[src/rtl/register_file_pkg.sv]
`default_nettype none
// +------------------------------------------------------------------------+
// | Module  : register_file_pkg                                            |
// | Purpose : Shared default sizes and a log2 helper for the register      |
// |           file slice (package, interface, read port, top).             |
// | Ports   : none (package)                                               |
// | Rev     : 1.0  initial release                                         |
// +------------------------------------------------------------------------+
package register_file_pkg;

  localparam int c_default_width   = 16;
  localparam int c_default_depth   = 8;
  localparam int c_default_sources = 4;

  // Ceiling log2; exact for the power-of-two sizes this block accepts.
  function automatic int log2(input int value);
    int result;
    result = 0;
    for (int i = 0; i < 31; i++) begin
      if ((1 << i) < value) begin
        result = i + 1;
      end
    end
    return result;
  endfunction

endpackage
`default_nettype wire

[src/rtl/register_file_if.sv]
`default_nettype none
// +------------------------------------------------------------------------+
// | Module  : register_file_if                                             |
// | Purpose : Bundles the write bus and both read ports of register_file.  |
// | Ports   : load, select, in, waddr, clear  - write side                 |
// |           raddr_a, raddr_b                - read addresses             |
// |           out_a, out_b, valid_a, valid_b  - registered read results    |
// |           modport master drives requests, modport slave is the DUT.    |
// | Rev     : 1.0  initial release                                         |
// +------------------------------------------------------------------------+
interface register_file_if
  import register_file_pkg::*;
#(
  parameter int WIDTH   = c_default_width,
  parameter int DEPTH   = c_default_depth,
  parameter int SOURCES = c_default_sources
);
  localparam int AW = log2(DEPTH);
  localparam int SW = log2(SOURCES);

  logic                       load;
  logic [SW-1:0]              select;
  logic [SOURCES*WIDTH-1:0]   in;
  logic [AW-1:0]              waddr;
  logic                       clear;
  logic [AW-1:0]              raddr_a;
  logic [AW-1:0]              raddr_b;
  logic [WIDTH-1:0]           out_a;
  logic [WIDTH-1:0]           out_b;
  logic                       valid_a;
  logic                       valid_b;

  modport master (
    output load, select, in, waddr, clear, raddr_a, raddr_b,
    input  out_a, out_b, valid_a, valid_b
  );

  modport slave (
    input  load, select, in, waddr, clear, raddr_a, raddr_b,
    output out_a, out_b, valid_a, valid_b
  );

endinterface
`default_nettype wire

[src/rtl/register_file_read_port.sv]
`default_nettype none
// +------------------------------------------------------------------------+
// | Module  : register_file_read_port                                      |
// | Purpose : One registered read port: selects an entry and its valid     |
// |           bit, optionally forwarding a same-cycle write.               |
// | Ports   : clock, reset (async, active-high)                            |
// |           entries, valids - current storage contents                   |
// |           raddr           - entry to read                              |
// |           load, clear, waddr, wdata - write bus (bypass build only)    |
// |           out, valid      - registered read data and valid flag        |
// | Config  : REGISTER_FILE_BYPASS_EN selects write-through on collision;  |
// |           otherwise the port returns pre-write contents.               |
// | Rev     : 1.0  initial release                                         |
// +------------------------------------------------------------------------+
module register_file_read_port
  import register_file_pkg::*;
#(
  parameter  int WIDTH = c_default_width,
  parameter  int DEPTH = c_default_depth,
  localparam int AW    = log2(DEPTH)
) (
  input  logic                        clock,
  input  logic                        reset,
  input  logic [DEPTH-1:0][WIDTH-1:0] entries,
  input  logic [DEPTH-1:0]            valids,
  input  logic [AW-1:0]               raddr,
`ifdef REGISTER_FILE_BYPASS_EN
  input  logic                        load,
  input  logic                        clear,
  input  logic [AW-1:0]               waddr,
  input  logic [WIDTH-1:0]            wdata,
`endif
  output logic [WIDTH-1:0]            out,
  output logic                        valid
);

  logic [WIDTH-1:0] w_data;
  logic             w_valid;
  logic [WIDTH-1:0] r_out;
  logic             r_valid;

  always_comb begin
    w_data  = entries[raddr];
    w_valid = valids[raddr];
`ifdef REGISTER_FILE_BYPASS_EN
    // Forward the incoming write; otherwise reflect the post-edge valid
    // state, which a concurrent clear drops to zero.
    if (load && (raddr == waddr)) begin
      w_data  = wdata;
      w_valid = 1'b1;
    end else if (clear) begin
      w_valid = 1'b0;
    end
`endif
  end

  always_ff @(posedge clock or posedge reset) begin
    if (reset) begin
      r_out   <= '0;
      r_valid <= 1'b0;
    end else begin
      r_out   <= w_data;
      r_valid <= w_valid;
    end
  end

  assign out   = r_out;
  assign valid = r_valid;

endmodule
`default_nettype wire

[src/rtl/register_file.sv]
`default_nettype none
// +------------------------------------------------------------------------+
// | Module  : register_file                                                |
// | Purpose : DEPTH x WIDTH register file with a SOURCES-way write mux,    |
// |           per-entry valid bits, synchronous clear and two registered   |
// |           read ports.                                                  |
// | Ports   : clock  - rising-edge clock                                   |
// |           reset  - asynchronous, active-high                           |
// |           bus    - register_file_if.slave (write bus + read ports)     |
// | Config  : REGISTER_FILE_BYPASS_EN enables write-through on read/write  |
// |           collisions (default build returns pre-write contents).       |
// | Rev     : 1.0  initial release                                         |
// +------------------------------------------------------------------------+
module register_file
  import register_file_pkg::*;
#(
  parameter  int WIDTH   = c_default_width,
  parameter  int DEPTH   = c_default_depth,
  parameter  int SOURCES = c_default_sources,
  localparam int AW      = log2(DEPTH),
  localparam int SW      = log2(SOURCES)
) (
  input  logic          clock,
  input  logic          reset,
  register_file_if.slave bus
);

  logic [WIDTH-1:0]            w_sources [SOURCES];
  logic [SW-1:0]               w_select;
  logic [AW-1:0]               w_waddr;
  logic [WIDTH-1:0]            w_wdata;
  logic [DEPTH-1:0][WIDTH-1:0] r_mem;
  logic [DEPTH-1:0]            r_valid;

  // Unpack the source bus so the mux is a plain indexed read.
  for (genvar k = 0; k < SOURCES; k++) begin : g_src
    assign w_sources[k] = bus.in[k*WIDTH +: WIDTH];
  end

  assign w_select = bus.select;
  assign w_waddr  = bus.waddr;
  assign w_wdata  = w_sources[w_select];

  // Clear is applied first so a same-cycle write re-validates its entry.
  always_ff @(posedge clock or posedge reset) begin
    if (reset) begin
      r_mem   <= '0;
      r_valid <= '0;
    end else begin
      if (bus.clear) begin
        r_valid <= '0;
      end
      if (bus.load) begin
        r_mem[w_waddr]   <= w_wdata;
        r_valid[w_waddr] <= 1'b1;
      end
    end
  end

  register_file_read_port #(
    .WIDTH (WIDTH),
    .DEPTH (DEPTH)
  ) u_port_a (
    .clock   (clock),
    .reset   (reset),
    .entries (r_mem),
    .valids  (r_valid),
    .raddr   (bus.raddr_a),
`ifdef REGISTER_FILE_BYPASS_EN
    .load    (bus.load),
    .clear   (bus.clear),
    .waddr   (w_waddr),
    .wdata   (w_wdata),
`endif
    .out     (bus.out_a),
    .valid   (bus.valid_a)
  );

  register_file_read_port #(
    .WIDTH (WIDTH),
    .DEPTH (DEPTH)
  ) u_port_b (
    .clock   (clock),
    .reset   (reset),
    .entries (r_mem),
    .valids  (r_valid),
    .raddr   (bus.raddr_b),
`ifdef REGISTER_FILE_BYPASS_EN
    .load    (bus.load),
    .clear   (bus.clear),
    .waddr   (w_waddr),
    .wdata   (w_wdata),
`endif
    .out     (bus.out_b),
    .valid   (bus.valid_b)
  );

endmodule
`default_nettype wire

[src/flat_wrapper.sv]
// flat-port wrapper written by rule: the top's interface ports become plain ports
module register_file_flat import register_file_pkg::*;
#(
  parameter  int WIDTH   = c_default_width,
  parameter  int DEPTH   = c_default_depth,
  parameter  int SOURCES = c_default_sources,
  localparam int AW      = log2(DEPTH),
  localparam int SW      = log2(SOURCES)
)
  (clock, reset, bus_load, bus_select, bus_in, bus_waddr, bus_clear, bus_raddr_a, bus_raddr_b, bus_out_a, bus_out_b, bus_valid_a, bus_valid_b);
  register_file_if #(.WIDTH(WIDTH), .DEPTH(DEPTH), .SOURCES(SOURCES)) bus_i ();
  input  logic clock;
  input  logic reset;
  input wire logic [$bits(bus_i.load)-1:0] bus_load;
  input wire logic [$bits(bus_i.select)-1:0] bus_select;
  input wire logic [$bits(bus_i.in)-1:0] bus_in;
  input wire logic [$bits(bus_i.waddr)-1:0] bus_waddr;
  input wire logic [$bits(bus_i.clear)-1:0] bus_clear;
  input wire logic [$bits(bus_i.raddr_a)-1:0] bus_raddr_a;
  input wire logic [$bits(bus_i.raddr_b)-1:0] bus_raddr_b;
  output wire logic [$bits(bus_i.out_a)-1:0] bus_out_a;
  output wire logic [$bits(bus_i.out_b)-1:0] bus_out_b;
  output wire logic [$bits(bus_i.valid_a)-1:0] bus_valid_a;
  output wire logic [$bits(bus_i.valid_b)-1:0] bus_valid_b;
  assign bus_i.load = bus_load;
  assign bus_i.select = bus_select;
  assign bus_i.in = bus_in;
  assign bus_i.waddr = bus_waddr;
  assign bus_i.clear = bus_clear;
  assign bus_i.raddr_a = bus_raddr_a;
  assign bus_i.raddr_b = bus_raddr_b;
  assign bus_out_a = bus_i.out_a;
  assign bus_out_b = bus_i.out_b;
  assign bus_valid_a = bus_i.valid_a;
  assign bus_valid_b = bus_i.valid_b;
  register_file #(.WIDTH(WIDTH), .DEPTH(DEPTH), .SOURCES(SOURCES)) u_core (.clock(clock), .reset(reset), .bus(bus_i));
endmodule
[config.mk]
export PLATFORM = sky130hd
export DESIGN_NAME = register_file_flat
export DESIGN_NICKNAME = d
export VERILOG_FILES = /design/src/rtl/register_file_pkg.sv /design/src/rtl/register_file_if.sv /design/src/rtl/register_file_read_port.sv /design/src/rtl/register_file.sv /design/src/flat_wrapper.sv
export SDC_FILE = /design/constraint.sdc
export NUM_CORES = 1
export LEC_CHECK = 0
export CORE_MARGIN = 2
export CORE_UTILIZATION = 55
export DETAILED_ROUTE_END_ITERATION = 12
export PLACE_DENSITY = 0.8
export REMOVE_ABC_BUFFERS = 1
export SLEW_MARGIN = 20
export SYNTH_ARGS = -nofsm -noshare
export SYNTH_HDL_FRONTEND = slang
export SYNTH_SLANG_ARGS = --single-unit
[constraint.sdc]
create_clock -name clock -period 6.45 [get_ports clock]
set_input_delay 0.645 -clock clock [delete_from_list [all_inputs] [get_ports clock]]
set_output_delay 0.645 -clock clock [all_outputs]
set_load 0.02 [all_outputs]
Word level (Yosys, flattened, before mapping)

Cells that the tools add are included.

Bits in registers: 170
Word-level logic and storage cells: 39
Output and inout port bits: 34

Reductions and logical operators: 1
Order comparisons: 5
Mux-type cells: 18
Bitwise logic cells: 2

Operators with widths:

| operator                                                                            | number |
|---|---|
| 128-bit bitwise mux                                                                 | 1 |
| 16-bit binary-select mux with 3-bit select                                          | 2 |
| 16-bit 2-to-1 mux                                                                   | 5 |
| 16-bit demux with 3-bit select                                                      | 1 |
| 16-bit binary-select mux with 2-bit select                                          | 1 |
| 8-bit 2-to-1 mux                                                                    | 2 |
| 3-bit by 4-bit < comparator with 1-bit output, second input constant                | 3 |
| 8-bit OR                                                                            | 1 |
| 1-bit binary-select mux with 3-bit select                                           | 2 |
| 1-bit demux with 3-bit select                                                       | 1 |
| 3-bit by 1-bit greater-or-equal comparator with 1-bit output, second input constant | 1 |
| 3-bit greater-or-equal comparator, second input constant                            | 1 |
| 1-bit 2-to-1 mux                                                                    | 3 |
| 2-bit inverter with 3-bit output                                                    | 1 |
| 1-bit logical AND                                                                   | 1 |

Logic depth before layout (Yosys ltp)

Depth in word-level cells: 6
Gate-level depth with buffers: 4
Depth with buffers taken out: 2

Hierarchy

From an unflattened synthesis, not the netlist that was laid out.

Cells, all modules: 475
Area total of the unflattened synthesis: 8904.8 sq um

By module, submodules not included:

| module                  | seq. area each (sq um) | area each (sq um) | instances | cells an instance |
|---|---|---|---|---|
| register_file           | 3403.3                 | 5811.8            | 1         | 317 |
| register_file_read_port | 425.4                  | 1546.5            | 2         | 79 |

Worst setup path after synthesis

Ideal clock, no wire load.

Path type: in2reg
Start point: input bus_raddr_a[0]
End point: register u_core.u_port_a.r_out[4], in the netlist u_core.u_port_a.out[4]
Setup time: 0.125 ns
Stages: 4
Setup slack: 4.536 ns
Path buffers: 2
Arrival: 1.789 ns
Cell sequence: buf_2 > buf_6 > mux4_2 > mux2_2

Word-level cells in the longest chain between the ends: 2

Ends and longest elaborated chain:

| element                                    | RTL line                      | text |
|---|---|---|
| start: declaration                         | flat_wrapper.sv:19            | `input wire logic [$bits(bus_i.raddr_a)-1:0] bus_raddr_a;` |
| 16-bit binary-select mux with 3-bit select | register_file_read_port.sv:43 | `w_data = entries[raddr];` |
| 16-bit 2-to-1 mux (implied by the code)    | register_file_read_port.sv:43 |  |
| net u_core.u_port_a.w_data[4]              | register_file_read_port.sv:37 | `logic [WIDTH-1:0] w_data;` |
| end signal: assignment                     | register_file_read_port.sv:62 | `r_out <= w_data;` |
| end: declaration                           | register_file_read_port.sv:39 | `logic [WIDTH-1:0] r_out;` |

The timed path passes the listed nets, and every way through them passes these cells. The select of a mux whose other input is x is not followed.
A chain may end at the register's enable or synchronous reset.

Worst setup path after layout

Start point: input bus_waddr[2]
End point: register u_core.r_mem[13] (netlist bit)

Word-level cells in the longest chain between the ends: 5
Elaborated cells on any way between the ends: 6

Ends and longest elaborated chain:

| element                                                                                                                                                    | RTL line            | text |
|---|---|---|
| start: declaration                                                                                                                                         | flat_wrapper.sv:17  | `input wire logic [$bits(bus_i.waddr)-1:0] bus_waddr;` |
| 3-bit by 4-bit < comparator with 1-bit output (implied by the code) / 3-bit by 1-bit greater-or-equal comparator with 1-bit output (equally long branches) | register_file.sv:54 | `r_mem[w_waddr] <= w_wdata;` |
| 1-bit logical AND (implied by the code)                                                                                                                    | register_file.sv:54 |  |
| 16-bit 2-to-1 mux (implied by the code)                                                                                                                    | register_file.sv:54 |  |
| 16-bit demux with 3-bit select (*)                                                                                                                         | n/a                 |  |
| 128-bit bitwise mux (*)                                                                                                                                    | register_file.sv:54 |  |
| end signal: indexed assignment                                                                                                                             | register_file.sv:54 |  |
| end: declaration                                                                                                                                           | register_file.sv:32 | `logic [DEPTH-1:0][WIDTH-1:0] r_mem;` |

Every way passes the cells marked *; elsewhere a longest branch is shown, timed or not.

==> impl_metrics.toml <==
[cts]
hold_buffers = 0
clk_path_buf_depth = 2
cts_made_buffers = 17
clk_latency_ps = 420
path_clk_slew_ps = 60
post_cts_resized = 0
root_buffer = "clkbuf_16"
cts_setup_buffers = 0
cts.sinks = 170
h-tree-depth = 4
tritoncts = "done"

[finish]
stdcell_count = 776
final_common_cell = "dfrtp_1"
mostFrequentLayoutCells = "170 x dfrtp_1, 117 x mux2_2, 106 x clkdlybuf4s50_1, 78 x mux4_2, 45 x mux2_4"
nets = 654
syn_to_final_growth_pct = 20.8
n_antenna_cell = 0
drive_gt1_share_pct = 50.3

[placement]
post-place-ws_ps = 3460
placed_cells = 744
io_buffer_count = 112
hpwl_um = 11300
routabilityCongestion = 0.770

[sta]
period_needed_ps = 2580
hold_viol_final = 0
relSlewSlack_pct = 30.6
max_freq_mhz = 388
final.setup.tns_ps = 0
rsz0062_at_grt = "no"
fin_hold_ws_ps = 512
worst_pin_slew_ps = 1040
finClkSkew_ps = 5.13
setup_violations = 0
slew_violations = 0
timing.final.ws_setup_ps = 3870
period_share_pct = 40.0

[grt]
grt.overflow.total = 0
grt_usage_pct = 24.7
grt_max_degree = 96
grt_pass1_wl_um = 30200
grt_pass1_vias = 5331
antenna_found_initial = 0

[die]
initial_utilization_pct = 56.5
die_width_um = 129
core_mm2 = 0.0152
num_rows = 45
fp.dieArea_mm2 = 0.0166
fp.dieH_um = 129
ios = 113

[power_and_ir_drop]
vdd.ir_drop.worst_v = 0.000224
p_leak_nw = 4.33
power.total_mw = 3.53
powerDensity_mw_per_mm2 = 341

[detailed_routing]
drt_first_pass_iters = 4
routed_wl_um = 19000
via_count = 4847
top_layer_used = "met4"
wl_per_cell_um = 24.5
wl_met1_um = 8050
viasPerCell = 6.25
final_antenna_net_count = 0
dr_wl_met2_um = 9680
wl_met3_um = 979
first_iter_violations = 220
post-route-drc-count = 0

[worst_setup_path]
timing.rr.end = "u_core.u_port_b.out[15]"
critPathLaunch = "bus_waddr[2]"
crit_fanout = 9
start_kind = "primary input"
reg2reg_depth = 2
cp.required_ps = 6760
rrSetupSlack_ps = 5140
crit_type = "in2reg"
endpoint_kind = "flip-flop"
cp.arrival_ps = 2880
r2r_start = "u_core.r_mem[127]"

[run_status]
status = "complete, no violations"

[yosys]
synthDistinctLibCells = 18
synth_mux_area_share_pct = 45.5
yosys.area_share.xor_xnor_pct = 0
avgSynthCellArea_um2 = 18.2
synth_compound_area_share_pct = 0.700
synth_top_family_by_area = "multiplexers"
synth_area_mm2 = 0.00859
netlist_instances = 473
ys_seq_area_share_pct = 49.5
yosysWarnings = 0
ys_ff_latch = 170
yosys.area_share.simple_pct = 1.11
synthAdderAreaFrac_pct = 0

[worst_hold_path]
holdPathStages = 1
hold_end = "u_core.r_valid[0]"
hp-start = "u_core.r_valid[0]"
min_path_type = "reg2reg"

[run]
cap_violations = 0
==> critical path, stage by stage <==
cell and delay [ps]:
clkdlybuf4s50_1 590, nor4b_4 940, buf_4 360, mux2_2 350
==> how the worst max path moves through the flow <==
| stage | to | slack (ps) | cells after the start |
|---|---|---|---|
| finish | u_core.r_mem[13] | 3870 | 4 |
| floorplan | u_core.r_mem[0] | 1200 | 1 |
| detailed placement | u_core.r_mem[9] | 3460 | 4 |
| CTS | u_core.r_mem[13] | 3920 | 4 |
| global placement | u_core.r_mem[81] | 3390 | 3 |
| global route | u_core.r_mem[87] | 3830 | 3 |
==> final cells by class <==
class                           count  area [µm²]
Clock buffer                       19         453
Clock inverter                     13         150
Fill cell                         993        4830
Inverter                            2        12.5
Multi-Input combinational cell    262        4100
Sequential cell                   170        4250
Tap cell                          188         235
Timing Repair Buffer              122        1170
==> state kept, by name, indices dropped and copies added (netlist names) <==
name and flops:
u_core.u_port_b.valid 1, u_core.u_port_b.out 16, u_core.u_port_a.valid 1, u_core.r_valid 8, u_core.u_port_a.out 16, u_core.r_mem 128
==> stage by stage <==
stage               cell area, µm²  util, %
floorplan                     8320        -
global placement              9770     64.3
detailed placement            9770     64.3
CTS                          10400     68.2
global route                 10400     68.2
finish                       10400     68.2
==> logic make-up (layout without fill, tap and decap cells) <==
| family | after synthesis | after routing |
|---|---|---|
| compound gates | 8 | 8 |
| mux | 246 | 246 |
| simple gates | 8 | 8 |
| flops | 170 | 170 |
| buf+inv | 41 | 156 |
==> layer usage <==
metal / vias to the layer above / GRT usage, %
li1: 2064 / -
met2: 164 / 40.4
met3: 29 / 4.99
met1: 2590 / 33.5
met4: 0 / 8.89
met5: - / 0
==> synthesized netlist by cell type, drive strengths merged <==
cell | count | area (µm²)
mux2 | 162 | 1990
mux4 | 84 | 1910
nor4b | 1 | 23.8
nor4bb | 2 | 20.0
clkbuf | 7 | 26.3
dfrtp | 170 | 4250
and4b | 3 | 30.0
and4bb | 1 | 12.5
inv | 2 | 7.51
buf | 32 | 235
a21o | 8 | 60.1
and4 | 1 | 8.76
==> report_power, final <==
group | internal (mW) | switching (mW)
registers | 1.35 | 0.188
clock network | 0.626 | 0.414
logic | 0.615 | 0.338
total | 2.59 | 0.940
Note: power is estimated with default switching activity, not from simulation.
